**config.mk**
```make
export PLATFORM = sky130hd
export DESIGN_NAME = rr_mux_n
export DESIGN_NICKNAME = d
export VERILOG_FILES = /design/src/rtl/rr_mux_pkg.sv /design/src/rtl/rr_mux_n_arbiter.sv /design/src/rtl/rr_mux_n.sv
export SDC_FILE = /design/constraint.sdc
export NUM_CORES = 1
export LEC_CHECK = 0
export ABC_CLOCK_PERIOD_IN_PS = 11400
export CAP_MARGIN = 20
export CORE_UTILIZATION = 40
export DETAILED_ROUTE_END_ITERATION = 8
export PLACE_DENSITY = 0.82
export SYNTH_ARGS = -nofsm -noshare
export SYNTH_HDL_FRONTEND = slang
export SYNTH_SLANG_ARGS = --single-unit
```
**constraint.sdc**
```tcl
create_clock -name clk -period 11.4 [get_ports clk]
set_clock_uncertainty 0.15 [all_clocks]
set_input_delay 2.28 -clock clk [delete_from_list [all_inputs] [get_ports clk]]
set_output_delay 2.28 -clock clk [all_outputs]
set_load 0.005 [all_outputs]
```
**src/rtl/rr_mux_pkg.sv**
```systemverilog
// Shared types and default sizes for the rr_mux_n channel multiplexer.
package rr_mux_pkg;

    localparam int unsigned DEF_WIDTH = 8;
    localparam int unsigned DEF_N     = 4;

    typedef enum logic {
        MODE_SEL = 1'b0,
        MODE_RR  = 1'b1
    } mode_e;

    typedef enum logic [1:0] {
        ST_EMPTY = 2'd0,
        ST_ONE   = 2'd1,
        ST_TWO   = 2'd2
    } out_state_e;

    // Single-register build calls the one-entry state FULL
    localparam out_state_e ST_FULL = ST_ONE;

endpackage

```
**src/rtl/rr_mux_n_arbiter.sv**
```systemverilog
// Combinational rotating-priority arbiter: first request at or above ptr, wrapping.
module rr_arbiter #(
    parameter int unsigned N = 4
) (
    input  logic [N-1:0]         req,
    input  logic [$clog2(N)-1:0] ptr,
    output logic [N-1:0]         grant,
    output logic [$clog2(N)-1:0] grant_idx,
    output logic                 grant_any
);

    localparam int unsigned IW = $clog2(N);

    int unsigned idx;

    always_comb begin
        grant     = '0;
        grant_idx = '0;
        grant_any = 1'b0;
        idx       = 0;
        for (int unsigned k = 0; k < N; k++) begin
            idx = 32'(ptr) + k;
            if (idx >= N) begin
                idx = idx - N;
            end
            if (!grant_any && req[IW'(idx)]) begin
                grant_any          = 1'b1;
                grant[IW'(idx)]    = 1'b1;
                grant_idx          = IW'(idx);
            end
        end
    end

endmodule

```
**src/rtl/rr_mux_n.sv**
```systemverilog
// N-channel valid/ready mux with explicit-select or round-robin arbitration and a
// registered output; define RR_MUX_SKID_EN for a two-entry output with a skid slot.
module rr_mux_n
    import rr_mux_pkg::*;
#(
    parameter int unsigned WIDTH = DEF_WIDTH,
    parameter int unsigned N     = DEF_N
) (
    input  logic                 clk,
    input  logic                 rst_n,
    input  logic [N*WIDTH-1:0]   in_data,
    input  logic [N-1:0]         in_valid,
    output logic [N-1:0]         in_ready,
    input  logic                 mode,
    input  logic [$clog2(N)-1:0] sel,
    output logic [WIDTH-1:0]     out_data,
    output logic [$clog2(N)-1:0] out_ch,
    output logic                 out_valid,
    input  logic                 out_ready
);

    localparam int unsigned IW = $clog2(N);

    out_state_e       state_q, state_d;
    logic [IW-1:0]    ptr_q, ptr_d;
    logic [WIDTH-1:0] head_data_q, head_data_d;
    logic [IW-1:0]    head_ch_q, head_ch_d;
`ifdef RR_MUX_SKID_EN
    logic [WIDTH-1:0] skid_data_q, skid_data_d;
    logic [IW-1:0]    skid_ch_q, skid_ch_d;
`endif

    logic [N-1:0]     req;
    logic [N-1:0]     grant;
    logic [IW-1:0]    grant_idx;
    logic             grant_any;
    logic             can_accept;
    logic             push;
    logic             pop;
    logic [WIDTH-1:0] push_data;

    // Eligible requesters: all valids in round-robin, only a legal sel otherwise
    always_comb begin
        req = '0;
        if (mode_e'(mode) == MODE_RR) begin
            req = in_valid;
        end else if (32'(sel) < N) begin
            req[sel] = in_valid[sel];
        end
    end

    rr_arbiter #(.N(N)) u_arb (
        .req       (req),
        .ptr       (ptr_q),
        .grant     (grant),
        .grant_idx (grant_idx),
        .grant_any (grant_any)
    );

    assign out_valid = (state_q != ST_EMPTY);
    assign out_data  = head_data_q;
    assign out_ch    = head_ch_q;
    assign pop       = out_valid && out_ready;

`ifdef RR_MUX_SKID_EN
    assign can_accept = (state_q != ST_TWO);
`else
    assign can_accept = !out_valid || out_ready;
`endif

    assign in_ready  = (rst_n && can_accept) ? grant : '0;
    assign push      = rst_n && can_accept && grant_any;
    assign push_data = in_data[32'(grant_idx)*WIDTH +: WIDTH];

    // Pointer advances past the winner only on a round-robin transfer
    always_comb begin
        ptr_d = ptr_q;
        if (push && mode_e'(mode) == MODE_RR) begin
            ptr_d = (32'(grant_idx) == N - 1) ? '0 : grant_idx + IW'(1);
        end
    end

    // Output occupancy and data movement
    always_comb begin
        state_d     = state_q;
        head_data_d = head_data_q;
        head_ch_d   = head_ch_q;
`ifdef RR_MUX_SKID_EN
        skid_data_d = skid_data_q;
        skid_ch_d   = skid_ch_q;
        case (state_q)
            ST_EMPTY: begin
                if (push) begin
                    state_d     = ST_ONE;
                    head_data_d = push_data;
                    head_ch_d   = grant_idx;
                end
            end
            ST_ONE: begin
                if (push && pop) begin
                    head_data_d = push_data;
                    head_ch_d   = grant_idx;
                end else if (push) begin
                    state_d     = ST_TWO;
                    skid_data_d = push_data;
                    skid_ch_d   = grant_idx;
                end else if (pop) begin
                    state_d = ST_EMPTY;
                end
            end
            default: begin
                if (pop) begin
                    state_d     = ST_ONE;
                    head_data_d = skid_data_q;
                    head_ch_d   = skid_ch_q;
                end
            end
        endcase
`else
        case (state_q)
            ST_EMPTY: begin
                if (push) begin
                    state_d     = ST_FULL;
                    head_data_d = push_data;
                    head_ch_d   = grant_idx;
                end
            end
            default: begin
                if (push) begin
                    head_data_d = push_data;
                    head_ch_d   = grant_idx;
                end else if (pop) begin
                    state_d = ST_EMPTY;
                end
            end
        endcase
`endif
    end

    always_ff @(posedge clk or negedge rst_n) begin
        if (!rst_n) begin
            state_q     <= ST_EMPTY;
            ptr_q       <= '0;
            head_data_q <= '0;
            head_ch_q   <= '0;
`ifdef RR_MUX_SKID_EN
            skid_data_q <= '0;
            skid_ch_q   <= '0;
`endif
        end else begin
            state_q     <= state_d;
            ptr_q       <= ptr_d;
            head_data_q <= head_data_d;
            head_ch_q   <= head_ch_d;
`ifdef RR_MUX_SKID_EN
            skid_data_q <= skid_data_d;
            skid_ch_q   <= skid_ch_d;
`endif
        end
    end

endmodule
```
# == Yosys cells after proc, flatten, opt, wreduce, memory -nomap -nowiden ==
# Index checks and enable logic that the tools add are counted.
# Widths: inputs -> output; s select.
# classes
n_addsub,8
n_lt_le_gt_ge,14
n_eq_ne,3
n_shift,1
mux,43
n_bitwise,4
n_reduce_logical,21
# op_table
cell,n
$shiftx 32x6->8,1
$mux 2,13
$mux 4,6
$lt 2x3->1 const B,5
$mux 1,14
$logic_and 1x1->1,12
$or 4x4->4,3
$bmux 1 s2,5
$demux 1 s2,5
$ge 2x1->1 const B,5
$ge 3x3->1 const B,3
$sub 2x1->2 const B,4
$add 2x2->3 const B,2
$and 4x4->4,1
$logic_not 1->1,4
$reduce_bool 2->1,2
$add 2x1->3 const B,1
$ge 2x3->1 const B,1
$reduce_and 3->1,1
$add 2x1->2 const B,1
$eq 2x2->1 const B,1
$logic_not 2->1,1
$ne 2x1->1 const B,1
$ne 2x2->1 const B,1
$logic_or 1x1->1,1
# totals
register_bits,14
word_cells,98

# == Depth between registers and ports, before layout ==
# logic_depth
depth_word,21
mapped_depth,16
ltp_nobuf,10

# == Hierarchy ==
# Synthesis repeated with hierarchy kept, for this count alone.
# unflattened
hier_cells,99
area_unflattened_um2,1194.9
# modules_own_cells
module,n_inst,cells_each,area_each_um2
rr_mux_n,1,54,773.2
rr_arbiter,1,45,421.7

# == Worst setup path after synthesis ==
# OpenSTA, ideal clock, no wires.
# synth_timing
path_kind,input-to-output
startpoint,in sel[0]
endpoint,out in_ready[0]
arrival_ps,3813
slack_ps,5157
stages,9
path_buffers,1
path_cell_list,buf_4 > nor2b_1 > o21ai_0 > mux4_2 > nor2_1 > a22oi_1 > nand2_1 > o21ai_0 > a21oi_1
# synth_between
elab_chain_cells,19
elab_cells_between_ends,34
classes_between,order compare (2); mux (21); bitwise (4); reduce/logical (7)
# synth_lines
item,line,source
"start, declared",rr_mux_n.sv:15,"input logic [$clog2(N)-1:0] sel,"
$lt 2x3->1 (not written as such) or $ge 2x1->1 (tied branches),rr_mux_n.sv:48,req[sel] = in_valid[sel];
$logic_and 1x1->1 (not written as such),rr_mux_n.sv:48,
$mux 1 (not written as such),rr_mux_n.sv:48,
$demux 1 s2,rr_mux_n.sv:48,
$and 4x4->4 (no line) *,--,
$mux 4 *,rr_mux_n.sv:45,if (mode_e'(mode) == MODE_RR) begin
$bmux 1 s2,rr_mux_n_arbiter.sv:26,if (!grant_any && req[IW'(idx)]) begin
$mux 1 (not written as such),rr_mux_n_arbiter.sv:26,
[3 not listed],--,
$mux 1,rr_mux_n_arbiter.sv:26,
$logic_not 1->1,rr_mux_n_arbiter.sv:26,
$logic_and 1x1->1,rr_mux_n_arbiter.sv:26,
$mux 1,rr_mux_n_arbiter.sv:26,
$logic_not 1->1,rr_mux_n_arbiter.sv:26,
$logic_and 1x1->1,rr_mux_n_arbiter.sv:26,
$mux 4 *,rr_mux_n_arbiter.sv:26,
$mux 4 *,rr_mux_n.sv:71,assign in_ready = (rst_n && can_accept) ? grant : '0;
"end, declared",rr_mux_n.sv:13,"output logic [N-1:0] in_ready,"
# Mark *: on every way between the ends. The rest lies on a longest branch, timed or not. The select of a mux whose other input is x is not followed.

# == Worst setup path after layout ==
# layout_timing
startpoint,in mode
endpoint,out in_ready[2]
# layout_between
elab_chain_cells,14
elab_cells_between_ends,26
classes_between,mux (17); bitwise (3); reduce/logical (6)
# layout_lines
item,line,source
"start, declared",rr_mux_n.sv:14,"input logic mode,"
$mux 4 *,rr_mux_n.sv:45,
$bmux 1 s2,rr_mux_n_arbiter.sv:26,
$mux 1 (not written as such),rr_mux_n_arbiter.sv:26,
$mux 1,rr_mux_n_arbiter.sv:26,
$logic_not 1->1,rr_mux_n_arbiter.sv:26,
$logic_and 1x1->1,rr_mux_n_arbiter.sv:26,
$mux 1,rr_mux_n_arbiter.sv:26,
$logic_not 1->1,rr_mux_n_arbiter.sv:26,
$logic_and 1x1->1,rr_mux_n_arbiter.sv:26,
$mux 1,rr_mux_n_arbiter.sv:26,
$logic_not 1->1,rr_mux_n_arbiter.sv:26,
$logic_and 1x1->1,rr_mux_n_arbiter.sv:26,
$mux 4 *,rr_mux_n_arbiter.sv:26,
$mux 4 *,rr_mux_n.sv:71,
# Marks and branches as above.

==> impl_metrics.toml <==
[finish]
seq_area_um2 = 325
num_antenna_cells = 0
drive_gt1_share_pct = 6.04
syn_to_final_growth_pct = 32.1
multiInputGateArea_mm2 = 0.00131
nNetsFinal = 315
fillers = 400

[die]
floorplan.initialDensity_pct = 42.9
rows = 23
ios = 57
fp.dieArea_mm2 = 0.00472
fp.dieW_um = 68.7
core_mm2 = 0.00414
die_y_um = 68.7

[routing]
dr.pass1.iters = 5
drc = 0
ant_nets = 0
drt-wirelength-per-cell_um = 16.1
routed_wl_mm = 5.08
dr_total_vias = 1956
drtIter0Drc = 150
viasPerCell = 6.21

[synthesis]
synth_compound_area_share_pct = 47.9
yosys_warnings = 0
synth_edf_count = 0
ys_seq_area_share_pct = 18.3
synth_top_family_by_area = "compound AO/OA/AOI/OAI gates"
synth_fp_nets = 270
syn_area_per_cell_um2 = 8.05
synth-simple-area-share_pct = 17.5
synthArstFlopShare_pct = 100
synth_flop_cell = "dfrtp_1"
synth_mux_area_share_pct = 3.17
synth_fa_ha_area_share_pct = 4.93
syn-instance-count = 221
ys_ff_latch = 13
yosysUniqueCellTypes = 47
synth_xor_area_share_pct = 0.493
syn_area_mm2 = 0.00178

[global_route]
grt_use_total_pct = 22.1
grt_overflow = 0
grt_pass1_wl_mm = 8.00
antenna_found_initial = 0
grt_max_degree = 28
grt_pass1_vias = 1702

[sta]
tns_ns = 0
timing.final.ws_setup_ns = 3.71
min_period_over_period_pct = 67.5
maxClockFrequency_mhz = 130
final_max_slew_viol_count = 0
finalSetupViolations = 0
rsz0062_at_grt = "no"
max_slew_margin_pct = 27.4
worst_slew_pin_slew_ns = 1.09
finalCriticalPeriod_ns = 7.69
hold_viol_final = 0

[clock_tree]
root_buffer = "clkbuf_8"
path_clk_slew_ns = 0.05
numClockSinks = 13
insertion_delay_ns = 0.24
cts_buffers = 3
cts_tree = "built"
h-tree-depth = 1
postCtsSetupRepairBufs = 0
postCtsHoldBufs = 0
postCtsResizedCells = 0
clockBufferDepth = 2

[placed_design]
dp_hpwl_mm = 3.80
pre_cts_ws_ns = 3.74
gp_congestion = 0.938
port_buffers = 56

[status]
status = "finished clean"

[worst_setup_path]
crit_path_start_kind = "primary input"
required_ns = 8.97
cp.arrival_ns = 5.26
cp_max_fo = 22
cp-end-kind = "output pin"
worstSetupPathType = "primary input to output pin"

[power_and_ir_drop]
power_frac_clock_pct = 6.5
seq_power_share_pct = 15.4
comb_power_share_pct = 78.1
p_int_mw = 0.316
p_sw_share_pct = 49.1
vdd_ir_drop_max_mv = 0.148
power.density_cell_area_mw_per_mm2 = 264
p_leak_nw = 0.945
power.switching_mw = 0.304

[min_path]
hold_class = "flip-flop to flip-flop"

[run]
drv_cap = 0
[cell usage after synthesis, types with 2 or more instances]
| cell type | number | area, um^2 |
|---|---|---|
| o22ai_1 | 5 | 31.3 |
| a31oi_1 | 3 | 18.8 |
| o31ai_1 | 7 | 52.6 |
| nor2_1 | 6 | 22.5 |
| o21a_1 | 3 | 22.5 |
| buf_2 | 3 | 15.0 |
| buf_4 | 8 | 60.1 |
| dfrtp_1 | 13 | 325 |
| nor2b_1 | 7 | 43.8 |
| a21oi_1 | 9 | 45.0 |
| a22oi_1 | 19 | 143 |
| a211oi_1 | 8 | 60.1 |
| nand2_1 | 30 | 113 |
| a32o_1 | 2 | 20.0 |
| clkbuf_1 | 5 | 18.8 |
| nand3_1 | 7 | 35.0 |
| o211a_1 | 7 | 70.1 |
| a221oi_1 | 5 | 43.8 |
| o21ai_1 | 3 | 15.0 |
| mux2_2 | 3 | 33.8 |
| ha_1 | 7 | 87.6 |
| a22o_1 | 15 | 131 |
| and2_1 | 3 | 18.8 |
| o21bai_1 | 2 | 15.0 |
| o211ai_1 | 4 | 30.0 |
| o21ai_0 | 11 | 55.1 |
| a21o_1 | 2 | 15.0 |
| inv_1 | 5 | 18.8 |
[routing by layer]
metal  up-vias  global-route usage, %  routed length (um)
met5         -                      0                   0
met4         0                   4.69                  48
met3         4                   2.14                 295
met2        72                   34.7                2360
met1       923                   32.4                2370
li1        957                      -                   -
[placed cells by master, fill, tap and decap left out, types with 2 or more instances in the layout]
master,instances
a211oi_1,8
a21o_1,2
a21oi_1,9
a221oi_1,5
a22o_1,15
a22oi_1,19
a31oi_1,3
a32o_1,2
and2_1,3
buf_4,2
clkbuf_8,3
clkdlybuf4s50_1,56
dfrtp_1,13
ha_1,7
inv_1,5
mux2_2,3
nand2_1,30
nand3_1,7
nor2_1,6
nor2b_1,7
o211a_1,7
o211ai_1,4
o21a_1,3
o21ai_0,11
o21ai_1,3
o21bai_1,2
o22ai_1,5
o31ai_1,7
[worst paths after layout]
path                                              start                       to  slack, ns  depth (start not counted)
worst max register to register     ptr_q[0]$_DFFE_PN0P_  out_data[3]$_DFFE_PN0P_       6.75                         10
max in group asynchronous                         rst_n  out_data[0]$_DFFE_PN0P_       8.46                          1
worst max-delay path                               mode              in_ready[2]       3.71                         10
worst min-delay path            out_data[4]$_DFFE_PN0P_  out_data[4]$_DFFE_PN0P_       0.32                          2
worst min register to register  out_data[4]$_DFFE_PN0P_  out_data[4]$_DFFE_PN0P_       0.32                          2
min in group asynchronous                         rst_n  out_data[7]$_DFFE_PN0P_       2.26                          1
[critical path: stages]
cell             delay [ns]
clkdlybuf4s50_1        0.93
o21bai_2               0.27
nand2_1                0.11
mux4_2                 0.49
nor2_1                 0.23
a22oi_1                0.12
nand2_1                0.08
o21ai_0                0.07
a21oi_1                0.15
clkdlybuf4s50_1        0.51
[per-stage QoR]
| step | power [mW] | area [um^2] | hold slack, ns | utilization (%) | std cells |
|---|---|---|---|---|---|
| finish | 0.620 | 2350 | 0.322 | 56.7 | 315 |
| global route | 0.679 | 2350 | 0.358 | 56.7 | 315 |
| CTS | 0.619 | 2350 | 0.330 | 56.7 | 315 |
| detailed placement | 0.573 | 2300 | 0.318 | 55.6 | 311 |
| global placement | 0.571 | 2300 | 0.314 | 55.6 | 311 |
| floorplan | 0.455 | 1780 | 0.323 | - | 221 |
[final cells by class]
type / count / share of cell area [%]
well taps: 50 / 2.66
inverters: 7 / 1.12
flip-flops and latches: 13 / 13.9
repair buffers: 58 / 24.5
multi-input cells: 183 / 55.9
clock buffers: 4 / 1.92
[flip-flops by register name, summed over array words and instances, names as in the netlist]
signal	count
out_data	8
ptr_q	2
state_q	1
out_ch	2
[power groups by stage]
stage | Clock (mW) | Combinational (mW) | Sequential [mW]
final | 0.0405 | 0.484 | 0.0954
after global routing | 0.0438 | 0.537 | 0.0990
after CTS | 0.0417 | 0.482 | 0.0956
after detailed placement | 0 | 0.477 | 0.0963
after global placement | 0 | 0.475 | 0.0957
after floorplan | 0 | 0.370 | 0.0844
[cells by family after synthesis]
group                    after synthesis
buffers and inverters                 25
XOR/XNOR                               1
AND/OR/NAND/NOR                       61
flip-flops                            13
multiplexers                           4
adder cells (fa/ha/maj)                7
AO/OA/AOI/OAI                        110
Power figures use the tool's default switching activity.
